<file path="src/rtl/ysyx_23060203_gpr_scoreboard.sv">
// GPR scoreboard: per-register pending-write counters between issue and writeback.
// Optional same-cycle writeback forwarding under `SCOREBOARD_BYPASS_EN.
module ysyx_23060203_gpr_scoreboard #(
    parameter int NR_REG = 16,
    parameter int CNT_W  = 2
) (
    input  logic        clock,
    input  logic        reset,
    input  logic        iss_valid,
    output logic        iss_ready,
    input  logic [4:0]  iss_rs1,
    input  logic        iss_rs1_en,
    input  logic [4:0]  iss_rs2,
    input  logic        iss_rs2_en,
    input  logic [4:0]  iss_rd,
    input  logic        iss_rd_en,
    input  logic        wb_valid,
    input  logic [4:0]  wb_waddr,
    input  logic [31:0] wb_wdata,
    input  logic        cs_flush,
    output logic        idle,
    output logic        rs1_fwd,
    output logic        rs2_fwd,
    output logic [31:0] rs_fwd_data
);

    localparam int AW = $clog2(NR_REG);
    localparam logic [CNT_W-1:0] MAX = '1;
    localparam logic [CNT_W-1:0] ONE = CNT_W'(1);

    logic [CNT_W-1:0] r_cnt [NR_REG];

    logic [AW-1:0] w_rs1;
    logic [AW-1:0] w_rs2;
    logic [AW-1:0] w_rd;
    logic [AW-1:0] w_wa;
    logic          w_inc;
    logic          w_dec;
    logic          w_byp1;
    logic          w_byp2;
    logic          w_haz;
    logic          w_unused;

    assign w_rs1 = iss_rs1[AW-1:0];
    assign w_rs2 = iss_rs2[AW-1:0];
    assign w_rd  = iss_rd[AW-1:0];
    assign w_wa  = wb_waddr[AW-1:0];

    assign w_dec = wb_valid & (w_wa != '0) & ~cs_flush;

`ifdef SCOREBOARD_BYPASS_EN
    // A source whose only pending write retires this cycle is taken from WB.
    assign w_byp1 = w_dec & (w_wa == w_rs1) & (r_cnt[w_rs1] == ONE);
    assign w_byp2 = w_dec & (w_wa == w_rs2) & (r_cnt[w_rs2] == ONE);
    assign rs1_fwd = ~reset & iss_rs1_en & w_byp1;
    assign rs2_fwd = ~reset & iss_rs2_en & w_byp2;
    assign rs_fwd_data = reset ? 32'd0 : wb_wdata;
`else
    assign w_byp1 = 1'b0;
    assign w_byp2 = 1'b0;
    assign rs1_fwd = 1'b0;
    assign rs2_fwd = 1'b0;
    assign rs_fwd_data = 32'd0;
`endif

    assign w_haz = (iss_rs1_en & (r_cnt[w_rs1] != '0) & ~w_byp1)
                 | (iss_rs2_en & (r_cnt[w_rs2] != '0) & ~w_byp2)
                 | (iss_rd_en & (r_cnt[w_rd] == MAX));

    assign iss_ready = ~reset & ~cs_flush & ~w_haz;
    assign w_inc = iss_valid & iss_ready & iss_rd_en & (w_rd != '0);

    always_comb begin
        idle = 1'b1;
        for (int r = 1; r < NR_REG; r++) begin
            if (r_cnt[r] != '0) idle = 1'b0;
        end
    end

    always_ff @(posedge clock) begin
        r_cnt[0] <= '0;
        for (int r = 1; r < NR_REG; r++) begin
            if (reset || cs_flush) begin
                r_cnt[r] <= '0;
            end else begin
                if (w_inc && (w_rd == AW'(r)) &&
                    !(w_dec && (w_wa == AW'(r)))) begin
                    r_cnt[r] <= r_cnt[r] + ONE;
                end else if (w_dec && (w_wa == AW'(r)) &&
                             !(w_inc && (w_rd == AW'(r))) &&
                             (r_cnt[r] != '0)) begin
                    r_cnt[r] <= r_cnt[r] - ONE;
                end
            end
        end
    end

`ifndef SYNTHESIS
    always_ff @(posedge clock) begin
        if (!reset && w_dec && (r_cnt[w_wa] == '0)) begin
            $error("gpr_scoreboard: writeback to x%0d with no pending write",
                   w_wa);
        end
    end
`endif

    assign w_unused = &{1'b0, iss_rs1[4:AW], iss_rs2[4:AW], iss_rd[4:AW],
                        wb_waddr[4:AW], wb_wdata};

endmodule

</file>
<file path="config.mk">
export PLATFORM = sky130hd
export DESIGN_NAME = ysyx_23060203_gpr_scoreboard
export DESIGN_NICKNAME = d
export VERILOG_FILES = /design/src/rtl/ysyx_23060203_gpr_scoreboard.sv
export SDC_FILE = /design/constraint.sdc
export NUM_CORES = 1
export LEC_CHECK = 0
export ABC_AREA = 1
export CAP_MARGIN = 20
export CORE_MARGIN = 4
export CORE_UTILIZATION = 49
export DETAILED_ROUTE_END_ITERATION = 8
export PLACE_DENSITY = 0.82
export SYNTH_ARGS = -nofsm -noshare
export SYNTH_HDL_FRONTEND = slang
export SYNTH_SLANG_ARGS = --single-unit
</file>
<file path="constraint.sdc">
create_clock -name clock -period 3.05 [get_ports clock]
set_clock_uncertainty 0.05 [all_clocks]
set_input_delay 0.7625 -clock clock [delete_from_list [all_inputs] [get_ports clock]]
set_output_delay 0.7625 -clock clock [all_outputs]
set_load 0.005 [all_outputs]
</file>
-- Yosys cells after proc, flatten, opt, wreduce, memory -nomap -nowiden
Memories as Yosys holds them, arrays and structs flattened.
Index checks and enable logic that the tools add are counted.
- add/sub/neg operators: 30
- equality and inequality tests: 31
- multiplexer cells: 152
- bitwise logic cells: 45
- reductions and logical operators: 125
- operators by type and width (cell ; number):
    $mux W1 ; 122
    $logic_and A1 B1 Y1 ; 75
    $eq A4 B4 Y1 const B ; 16
    $mux W2 ; 30
    $reduce_bool A2 Y1 ; 17
    $eq A4 B3 Y1 const B ; 8
    $or A1 B1 Y1 ; 32
    $add A2 B1 Y2 const B ; 15
    $logic_not A1 Y1 ; 30
    $sub A2 B1 Y2 const B ; 15
    $eq A4 B2 Y1 const B ; 4
    $and A1 B1 Y1 ; 10
    $eq A4 B1 Y1 const B ; 2
    $reduce_bool A4 Y1 ; 2
    $not A1 Y1 ; 3
    $eq A2 B2 Y1 const B ; 1
    $logic_or A1 B1 Y1 ; 1
- flip-flop bits (word level): 0
- bits in writable memories: 32
- output and inout bits: 36
- logic and storage cells: 384
- memories kept: 1
- memory list (name ; depth ; width ; rd ports ; clocked after memory_dff ; write ports ; line ; text):
    r_cnt ; 16 ; 2 ; 18 ; 0 ; 16 ; 31 ; logic [CNT_W-1:0] r_cnt [NR_REG];

-- Depth between registers and ports, before layout
Gate-level depths: netlist (run 1).
An unclocked memory read counts as a cell.
- word-level depth: 19
- mapped depth: 18
- gate-level depth less buffers: 17

-- Worst setup path after synthesis (run 1)
No wires, ideal clock.
- path type: input -> output
- start point: in iss_rd[0]
- end point: out iss_ready
- data arrival time: 1.761 ns
- slack: 0.477 ns
- cell stages on the path: 11
- cells stage by stage: buf_6 > buf_6 > nand3_1 > nand2_1 > nor2_1 > nor2_1 > nor2_2 > nand2_1 > nand3_2 > nand2_2 > nor2_2
- longest elaborated chain between the ends: 6
- ends and longest elaborated chain (element ; line ; text):
    from (decl) ; 15 ; input logic [4:0] iss_rd,
    $mem_v2 Z16 W2 ; -- ;
    $eq A2 B2 Y1 ; 68 ; | (iss_rd_en & (r_cnt[w_rd] == MAX));
    $and A1 B1 Y1 ; 68 ;
    $or A1 B1 Y1 ; 68 ;
    $not A1 Y1 ; 70 ; assign iss_ready = ~reset & ~cs_flush & ~w_haz;
    $and A1 B1 Y1 ; 70 ;
    to (decl) ; 10 ; output logic iss_ready,
Every way passes these cells.

==> key figures, run 1 <==
Pwr
  – Worst vdd ir: about 0.00027 V
  – Leak Pwr: 1.87 nW
  – PD cells: 281 nW/um2

Synth
  – Flops & latches, synth: 30
  – Synthesized cell area: around 3300 um2
  – Synth warn: 0
  – Register area share after synthesis: 0.270
  – Main combinational cell family by area after synthesis: simple AND/OR/NAND/NOR gates
  – Xor/xnor cell area share of the yosys netlist: 0
  – Post-synthesis compound-gate area fraction: 0.0386
  – Mux cell area share after synthesis: 0
  – Cells after Synth: between 500 and 600
  – Adder-Cell Fraction of Synth Area: 0.0525
  – Synth cell types: 24
  – Synth Area in Simple Gates: 0.456
  – Post-Syn Area per Cell: 6.32 um2

GRT
  – Total GRT Usage: 0.225
  – Vias in the first global route: about 3200
  – Initial antenna violation count: 0
  – GRT overflow: 0
  – First-pass GRT wire length: ~15000 um
  – Largest net degree at the start of global routing: 19

Place
  – Placed cell count: between 600 and 700
  – IO buf count: 25
  – HPWL after DPL: 7420 um
  – GP Congestion: 1.01
  – Placement Setup Slack: -0.606 ns
  – Dpl cell area: 3810 um2

Outcome
  – Outcome: finished clean

Floorplanning
  – Die Area: 8190 um2
  – Die width: 90.5 um
  – CORE AREA: about 6500 um2
  – Die H: 90.5 um
  – Rows: 29
  – Starting Density: 0.514
  – Num ports: 96

Clock network
  – Clock sink count: 30
  – H-tree levels: 2
  – Worst-Skew Late Latency: ~0.29 ns
  – CTS Root Buffer Type: clkbuf_8
  – Num CTS Buffers: 5
  – CTS tree: done
  – Hold Buf Count CTS: 0
  – Clock buffer depth: 2
  – Clk slew on worst S/H paths: ~0.060 ns

Finish
  – Area growth, synth to finish: 17.2%
  – Antenna diode count: 0
  – Final Cell Area: just under 4000 um2
  – Fin util: 0.602
  – Share of cells above drive strength 1: 0.157
  – Biggest register: r_cnt
  – FILL cells: around 630
  – Largest regs: r_cnt: 30 flops
  – Reg area: between 900 and 1000 um2
  – Number of flip-flops in the largest register: 30
  – Area of the multi-input gates: 1990 um2
  – Layout Nets: about 670
  – Fin cells: between 600 and 700

Timing
  – Final WS setup: between 0.1 and 0.15 ns
  – Fmax: between 0.3 and 0.4 GHz
  – Period Utilization, post-route: 0.966
  – Minimum clock period: between 2 and 3 ns
  – Unrepaired setup endpoints after global routing: false
  – Slew headroom: 0.595
  – Final number of max-transition violations: 0
  – Worst Max-Slew Pin Slew: just over 0.6 ns
  – Final hold vios: 0
  – Fin Hold WS: roughly 0.54 ns
  – Final setup viols: 0

Hold path
  – Worst hold path type: flip-flop to flip-flop

Flow run
  – Max-cap violations: 0

Worst setup path
  – Crit path capture type: primary output
  – Critical path class: flip-flop to primary output
  – Worst setup SP type: flip-flop
  – CP Data Required Time: between 2 and 2.5 ns
  – Critical Path Fanout Max: 3
  – Crit path DAT: approximately 2.1 ns

Routing
  – Remaining antenna violation count: 0
  – Vias/cell: about 5.3
  – DR vias: between 3000 and 4000
  – Final WL: between 9000 and 10000 um
  – Drt first pass iters: 5
  – # DRC: 0
  – Starting DRT DRC Count: 318
  – Routed wire per std cell: roughly 14 um
-- placed cells by master (no fill, tap or decap), types with 3 or more instances in the layout --
| cell type | netlist | layout |
|---|---|---|
| ha_1 | 14 | 14 |
| nand3_2 | 8 | 8 |
| o21ai_1 | 4 | 4 |
| clkbuf_8 | 0 | 5 |
| nand4_1 | 10 | 10 |
| a21oi_1 | 5 | 5 |
| nor2_1 | 77 | 71 |
| nand2_1 | 145 | 144 |
| conb_1 | 1 | 34 |
| dlygate4sd2_1 | 0 | 4 |
| o21ai_0 | 8 | 8 |
| nor2_2 | 5 | 9 |
| buf_4 | 35 | 39 |
| nand3_1 | 71 | 71 |
| clkbuf_2 | 0 | 3 |
| edfxtp_1 | 30 | 30 |
| nor3_1 | 16 | 16 |
| clkdlybuf4s50_1 | 0 | 14 |
| nand2_2 | 8 | 9 |
| inv_1 | 70 | 69 |
| a21oi_2 | 5 | 5 |
| inv_2 | 6 | 7 |
-- synth_stat cells --
library cell | instances | area (um2)
conb_1 | 1 | 3.75
buf_6 | 4 | 45.0
nor2_1 | 77 | 289
buf_2 | 1 | 5.00
nand2_1 | 145 | 544
nand2_2 | 8 | 50.1
nor2_2 | 5 | 31.3
nor4_1 | 1 | 6.26
o21ai_1 | 4 | 20.0
nor3_4 | 1 | 16.3
nand4_1 | 10 | 62.6
o21ai_0 | 8 | 40.0
edfxtp_1 | 30 | 901
a21oi_1 | 5 | 25.0
inv_2 | 6 | 22.5
nor3_1 | 16 | 80.1
nand3_2 | 8 | 80.1
buf_4 | 35 | 263
inv_1 | 70 | 263
clkbuf_1 | 2 | 7.51
a21oi_2 | 5 | 43.8
nand3_1 | 71 | 355
ha_1 | 14 | 175
and3_1 | 1 | 6.26
-- per-layer routing --
layer / vias to the layer above / wire length (um) / global-route usage
li1: 1752 / - / -
met1: 1584 / 3720 / 0.273
met2: 195 / 4500 / 0.396
met3: 27 / 876 / 0.0367
met4: 0 / 266 / 0.0867
met5: - / 0 / 0
-- repair_timing --
item                                    4_1_cts  5_1_grt
resized for setup                            18       16
endpoints found under the setup margin        3        2
pin swaps                                     2        1
endpoints found under the hold margin         0        0
setup buffers                                 1        0
-- through the flow --
step / setup TNS (ns) / power, mW
after global placement: -9.43 / 0.782
after CTS: 0 / 1.09
after global routing: 0 / 1.15
after detailed placement: -12.48 / 0.789
after floorplan: 0 / 0.691
final: 0 / 1.10
-- cell families (layout without fill, tap and decap cells) --
family | after synthesis | after routing
AO/OA/AOI/OAI | 22 | 22
adder cells (fa/ha/maj) | 14 | 14
buffers and inverters | 118 | 149
flip-flops | 30 | 30
other | 1 | 34
AND/OR/NAND/NOR | 343 | 343
-- report_power, final --
group | switching (mW) | internal [mW] | total [mW]
logic | 0.183 | 0.117 | 0.300
clock network | 0.153 | 0.157 | 0.310
registers | 0.0179 | 0.471 | 0.489
total | 0.355 | 0.745 | 1.10
-- critical path, stage by stage, from the launching register on --
cell and delay (ns):
edfxtp_1 0.42, inv_1 0.12, ha_1 0.20, nand4_1 0.20
nor4_2 0.36, clkdlybuf4s50_1 0.55
-- cell type report --
type	instances	area share
multi-input cells	413	0.508
flip-flops and latches	30	0.230
repair buffers	66	0.144
inverters	76	0.0730
well taps	77	0.0246
clock buffers	7	0.0195
-- path summary, 6_finish.rpt --
check                            startpoint                     to  slack (ns)  cells past startpoint
setup / recovery      r_cnt[5][0]$_DFFE_PP_                   idle        0.10                      5
hold / removal        r_cnt[5][0]$_DFFE_PP_  r_cnt[5][0]$_DFFE_PP_        0.54                      1
setup reg to reg  r_cnt[8][0]$_SDFFCE_PN0P_  r_cnt[6][0]$_DFFE_PP_        0.53                     14
hold reg to reg       r_cnt[5][0]$_DFFE_PP_  r_cnt[5][0]$_DFFE_PP_        0.54                      1
Note: power is estimated with default switching activity, not from simulation.
==> run 2, diff against run 1 <==
==> constraint.sdc (replaced) <==
create_clock -name clock -period 3.05 [get_ports clock]
set_clock_uncertainty 0.05 [all_clocks]
set_input_delay 0.61 -clock clock [delete_from_list [all_inputs] [get_ports clock]]
set_output_delay 0.61 -clock clock [all_outputs]
set_load 0.005 [all_outputs]
==> run 2 against run 1 <==
Net effect:
- clock-buffer cell count shrank 2
- clock power grew 30%
- combinational power shrank 3%
- critical path depth shrank 1
- register-to-register slack lost 0.11 ns
- first-iteration DRC count grew 4.4%
- total power grew 7.6%
- die area is the same
- non-clock buffer count shrank 10
- highest routed layer unchanged
==> key figures, run 2 (same netlist as run 1, synthesis figures left out) <==
Timing
  – Fin Hold WS: between 0.5 and 0.6 ns
  – Fmax: 0.343 GHz
  – Final setup viols: 0
  – Final hold vios: 0
  – Period Utilization, post-route: 0.957
  – Final number of max-transition violations: 0
  – Minimum clock period: roughly 2.9 ns
  – Worst Max-Slew Pin Slew: 0.580 ns
  – Slew headroom: 0.613
  – Unrepaired setup endpoints after global routing: false

GRT
  – GRT overflow: 0
  – First-pass GRT wire length: 15300 um
  – Largest net degree at the start of global routing: 18
  – Total GRT Usage: 0.229
  – Vias in the first global route: 3451
  – Initial antenna violation count: 0

Clock network
  – CTS tree: done
  – H-tree levels: 2
  – Num CTS Buffers: 5
  – Clock sink count: 30
  – Clock buffer depth: 2
  – Clk slew on worst S/H paths: 0.07 ns
  – CTS Root Buffer Type: clkbuf_8
  – Worst-Skew Late Latency: between 0.2 and 0.3 ns
  – Hold Buf Count CTS: 0
  – # Post-CTS Setup Buffers: 0

Worst setup path
  – Instance count on the critical path: 4
  – CP Data Required Time: around 2.4 ns
  – Worst r2r src: r_cnt[8][0]$_SDFFCE_PN0P_
  – R2R depth: 14
  – Crit path cell chain: nor2_1, nand3_1, nor4_1, clkdlybuf4s50_1
  – R2r setup slk: about 0.42 ns
  – Number of buffers and inverters on the critical path: 1
  – Worst setup SP type: flip-flop
  – Max incr delay on CP: about 0.56 ns
  – Crit. Startpoint: r_cnt[8][0]$_SDFFCE_PN0P_
  – Crit path capture type: primary output
  – Crit path capture: idle
  – Delay-heaviest family, CP: simple AND/OR/NAND/NOR gates
  – Reg-to-reg critical path endpoint: r_cnt[3][1]$_DFFE_PP_
  – Slowest cell on crit path: clkdlybuf4s50_1
  – Critical path class: flip-flop to primary output
  – Critical Path Fanout Max: 5
  – Crit path DAT: ~2.3 ns

Routing
  – Vias/cell: 5.41
  – Drt first pass iters: 5
  – Routed wire per std cell: around 14 um
  – Remaining antenna violation count: 0
  – # DRC: 0
  – DR vias: roughly 3600
  – Starting DRT DRC Count: around 330
  – Final WL: approximately 9300 um

Place
  – Placed cell count: ~650
  – HPWL after DPL: around 7400 um
  – IO buf count: 25
  – GP Congestion: ~0.92

Pwr
  – PD cells: 307 nW/um2
  – Sequential Power Share: 0.413
  – Comb power frac: 0.246
  – Worst vdd ir: 0.000217 V
  – P_sw: approximately 360 uW
  – Net Sw Frac: 0.305
  – Leak Pwr: about 1.8 nW
  – Pint: ~820 uW
  – Clk pwr share: 0.342

Finish
  – Biggest register: r_cnt
  – Number of flip-flops in the largest register: 30
  – Commonest cells after routing, fill and taps aside: nand2_1 (144), nor2_1 (77), nand3_1 (71), inv_1 (69), conb_1 (34)
  – Largest regs: r_cnt: 30 flops
  – Layout Nets: roughly 660
  – Area growth, synth to finish: 15.4%
  – Share of cells above drive strength 1: 0.127
  – Antenna diode count: 0
  – Fin cells: 660
  – Commonest non-fill, non-tap cell in the layout: nand2_1

Floorplanning
  – Num ports: 96
  – CORE AREA: 6490 um2
  – Rows: 29
  – Starting Density: 0.514
  – Die width: 90.5 um
  – Die H: about 91 um
  – Die Area: roughly 8000 um2

Hold path
  – Hold path cells: 1
  – Worst hold start: r_cnt[4][0]$_DFFE_PP_
  – Worst hold path type: flip-flop to flip-flop

Flow run
  – Max-cap violations: 0

Outcome
  – Outcome: finished clean
[run 2: cell types whose count changed in the layout (fill, tap and decap cells not counted), moves of 3 or more]
cell / delta
buf_4: -10
clkbuf_2: -3
nor2_1: +6
clkdlybuf4s50_1: +4
nor2_2: -4
[run 2: stage by stage]
step | setup TNS [ns] | instance area [um2] | setup slack (ns) | power [mW] | util
after floorplan | 0 | 3460 | 0.677 | 0.691 | -
after global placement | -0.970 | 3740 | -0.302 | 0.776 | 0.576
after detailed placement | -1.89 | 3740 | -0.295 | 0.782 | 0.576
after CTS | 0 | 3850 | 0.122 | 1.18 | 0.592
after global routing | 0 | 3850 | 0.00441 | 1.24 | 0.593
final | 0 | 3850 | 0.132 | 1.18 | 0.593
[run 2: power by group through the flow]
stage	Sequential [mW]	Combinational, mW	Clock (mW)
floorplan	0.491	0.200	0
global placement	0.497	0.279	0
detailed placement	0.497	0.285	0
CTS	0.488	0.284	0.408
global route	0.491	0.321	0.427
finish	0.488	0.291	0.404
[run 2: worst reg2reg max path, stage by stage (launching register included)]
cell	delay, ns
edfxtp_1	0.44
nor2_1	0.42
nand2_1	0.11
nand3_1	0.10
nand2_1	0.06
nand2_1	0.06
nand3_1	0.06
nand3_1	0.13
nand2_2	0.08
buf_4	0.14
nor3_4	0.16
buf_4	0.25
nand2_1	0.10
nand2_2	0.09
nand3_1	0.12
[run 2: how the worst min path moves through the flow]
stage | slack, ns | endpoint
final | 0.55 | r_cnt[4][0]$_DFFE_PP_
after CTS | 0.56 | r_cnt[5][0]$_DFFE_PP_
after floorplan | 0.50 | r_cnt[15][0]$_DFFE_PP_
after global placement | 0.52 | r_cnt[5][0]$_DFFE_PP_
after global routing | 0.58 | r_cnt[5][0]$_DFFE_PP_
after detailed placement | 0.55 | r_cnt[5][0]$_DFFE_PP_
[run 2: timing repair]
action	in CTS	in global routing
endpoints found under the hold margin	0	0
pin swaps	0	0
setup endpoints to repair	1	1
resized for setup	8	1
[run 2: layout make-up]
type | count | area (um2)
sequential | 30 | 901
timing repair buffer | 56 | 503
clock inverter | 3 | 40.0
multi-input combinational | 413 | 1960
fill | 642 | 2650
clock buffer | 5 | 68.8
tap | 77 | 96.3
inverter | 76 | 285
[run 2: layer usage]
metal,share of wire,up-vias,wire (um),GRT usage
met5,0,-,0,0
met4,0.035,0,327,0.105
met3,0.097,34,910,0.0342
met2,0.48,189,4460,0.397
met1,0.39,1617,3640,0.279
li1,-,1733,-,-
==> run 3, diff against run 2 <==
==> constraint.sdc (replaced) <==
create_clock -name clock -period 3.05 [get_ports clock]
set_clock_uncertainty 0.05 [all_clocks]
set_input_delay 0.61 -clock clock [delete_from_list [all_inputs] [get_ports clock]]
set_output_delay 0.61 -clock clock [all_outputs]
set_load 0.01 [all_outputs]
==> run 3 against run 2 <==
Net effect:
- utilization is 0.19 points lower
- critical path depth rose by 9
- first-iteration DRC count increased by 42%
- die area unchanged
- via count down 2.0%
- flip-flop and latch count is the same
- clock-buffer cell count increased by 1
- global-route usage is 0.79 points lower
- critical endpoint is now iss_ready
- highest routed layer unchanged
==> key figures, run 3 (same netlist as run 1, synthesis figures left out) <==
Clock network
  – CTS Root Buffer Type: clkbuf_8
  – # Post-CTS Setup Buffers: 0
  – Clock sink count: 30
  – Worst-Skew Late Latency: slightly below 0.3 ns
  – Clock buffer depth: 2
  – CTS tree: done
  – Clk slew on worst S/H paths: around 0.060 ns
  – Num CTS Buffers: 5
  – H-tree levels: 2
  – Hold Buf Count CTS: 0

Routing
  – DR vias: 3500
  – Remaining antenna violation count: 0
  – Final WL: around 9000 um
  – Starting DRT DRC Count: between 400 and 500
  – Vias/cell: 5.29
  – Drt first pass iters: 6
  – # DRC: 0
  – Routed wire per std cell: 13.6 um

Worst setup path
  – Crit path DAT: ~2.3 ns
  – Crit path capture type: primary output
  – Critical Path Fanout Max: 8
  – R2R depth: 14
  – Critical path class: primary input to primary output
  – Max incr delay on CP: approximately 0.32 ns
  – Worst setup SP type: primary input
  – CP Data Required Time: 2.39 ns
  – Number of buffers and inverters on the critical path: 4
  – Crit path cell chain: dlygate4sd2_1, inv_1, buf_4, nand3_1, nand2_1, nor2_1, nor2_1, nor2_1, nand2_1, nand3_2, nand2_2, nor2_2, clkdlybuf4s15_2
  – Slowest cell on crit path: dlygate4sd2_1
  – Most used cell, CP: nor2_1
  – Instance count on the critical path: 13
  – Delay-heaviest family, CP: buffers and inverters

Floorplanning
  – Num ports: 96
  – CORE AREA: approximately 6500 um2
  – Die H: between 90 and 100 um
  – Rows: 29
  – Die Area: just over 8000 um2
  – Die width: between 90 and 100 um
  – Starting Density: 0.514

Pwr
  – Sequential Power Share: 0.443
  – PD cells: about 290 nW/um2
  – P_sw: roughly 370 uW
  – Overall Power: 1.10 mW
  – Worst vdd ir: 0.000182 V
  – Net Sw Frac: 0.331
  – Comb power frac: 0.268
  – Leak Pwr: 1.84 nW
  – Clk pwr share: 0.289
  – Pint: roughly 740 uW

Outcome
  – Outcome: finished clean

Finish
  – Antenna diode count: 0
  – Reg area: around 900 um2
  – Largest regs: r_cnt: 30 flops
  – Share of cells above drive strength 1: 0.128
  – Number of flip-flops in the largest register: 30
  – Final Cell Area: around 3800 um2
  – FILL cells: 608
  – Area of the multi-input gates: just under 2000 um2
  – Layout Nets: between 600 and 700
  – Commonest non-fill, non-tap cell in the layout: nand2_1
  – Area growth, synth to finish: 15.0%
  – Commonest cells after routing, fill and taps aside: nand2_1 (144), nor2_1 (76), nand3_1 (71), inv_1 (70), conb_1 (34)
  – Biggest register: r_cnt

GRT
  – GRT overflow: 0
  – First-pass GRT wire length: approximately 15000 um
  – Total GRT Usage: 0.221
  – Initial antenna violation count: 0
  – Vias in the first global route: 3245
  – Largest net degree at the start of global routing: 18

Timing
  – Unrepaired setup endpoints after global routing: false
  – Final setup viols: 0
  – Slew headroom: 0.620
  – Worst Max-Slew Pin Slew: between 0.5 and 0.6 ns
  – Minimum clock period: between 2 and 3 ns
  – Final number of max-transition violations: 0
  – Fmax: around 0.34 GHz
  – Final hold vios: 0
  – Period Utilization, post-route: 0.957

Place
  – HPWL after DPL: 7150 um
  – GP Congestion: 0.922
  – IO buf count: 25
  – Dpl cell area: approximately 3700 um2

Hold path
  – Hold path cells: 1
  – Worst hold path type: flip-flop to flip-flop

Flow run
  – Max-cap violations: 0
-- run 3: layout make-up --
class                           instances  share of cell area
Multi-Input combinational cell        413               0.510
Clock buffer                            6              0.0189
Clock inverter                          2             0.00228
Tap cell                               77              0.0251
Sequential cell                        30               0.235
Inverter                               76              0.0743
Timing Repair Buffer                   58               0.134
-- run 3: metal layers --
metal | up-vias | track usage | wire length (um)
met2 | 183 | 0.365 | 4060
met4 | 0 | 0.108 | 317
met1 | 1550 | 0.277 | 3770
li1 | 1734 | - | -
met3 | 33 | 0.0408 | 834
met5 | - | 0 | 0
-- run 3: power by group through the flow --
stage               clock network (mW)  logic, mW  registers [mW]
finish                           0.319      0.295           0.489
global route                     0.336      0.328           0.492
CTS                              0.319      0.289           0.489
detailed placement                   0      0.289           0.498
global placement                     0      0.285           0.496
floorplan                            0      0.210           0.491
-- run 3: path summary, 6_finish.rpt --
path / from / end / slack, ns
setup / recovery: iss_rd[0] / iss_ready / 0.13
hold / removal: r_cnt[2][0]$_DFFE_PP_ / r_cnt[2][0]$_DFFE_PP_ / 0.54
setup reg to reg: r_cnt[8][1]$_SDFFCE_PN0P_ / r_cnt[6][0]$_DFFE_PP_ / 0.61
hold reg to reg: r_cnt[2][0]$_DFFE_PP_ / r_cnt[2][0]$_DFFE_PP_ / 0.54
-- run 3: metrics by stage --
stage                     worst slack, ns  cells  hold slack (ns)  utilization  setup TNS (ns)
final                               0.132    662            0.541        0.591               0
after global routing               0.0621    662            0.570        0.591               0
after CTS                          0.0113    662            0.546        0.589               0
after detailed placement           -0.385    654            0.538        0.577           -1.83
after global placement             -0.354    654            0.525        0.577           -1.11
after floorplan                     0.677    561            0.501            -               0
-- run 3: repair_timing --
action / in CTS / in global routing
gates resized for setup: 6 / 5
endpoints found under the setup margin: 1 / 2
gates cloned: 0 / 0
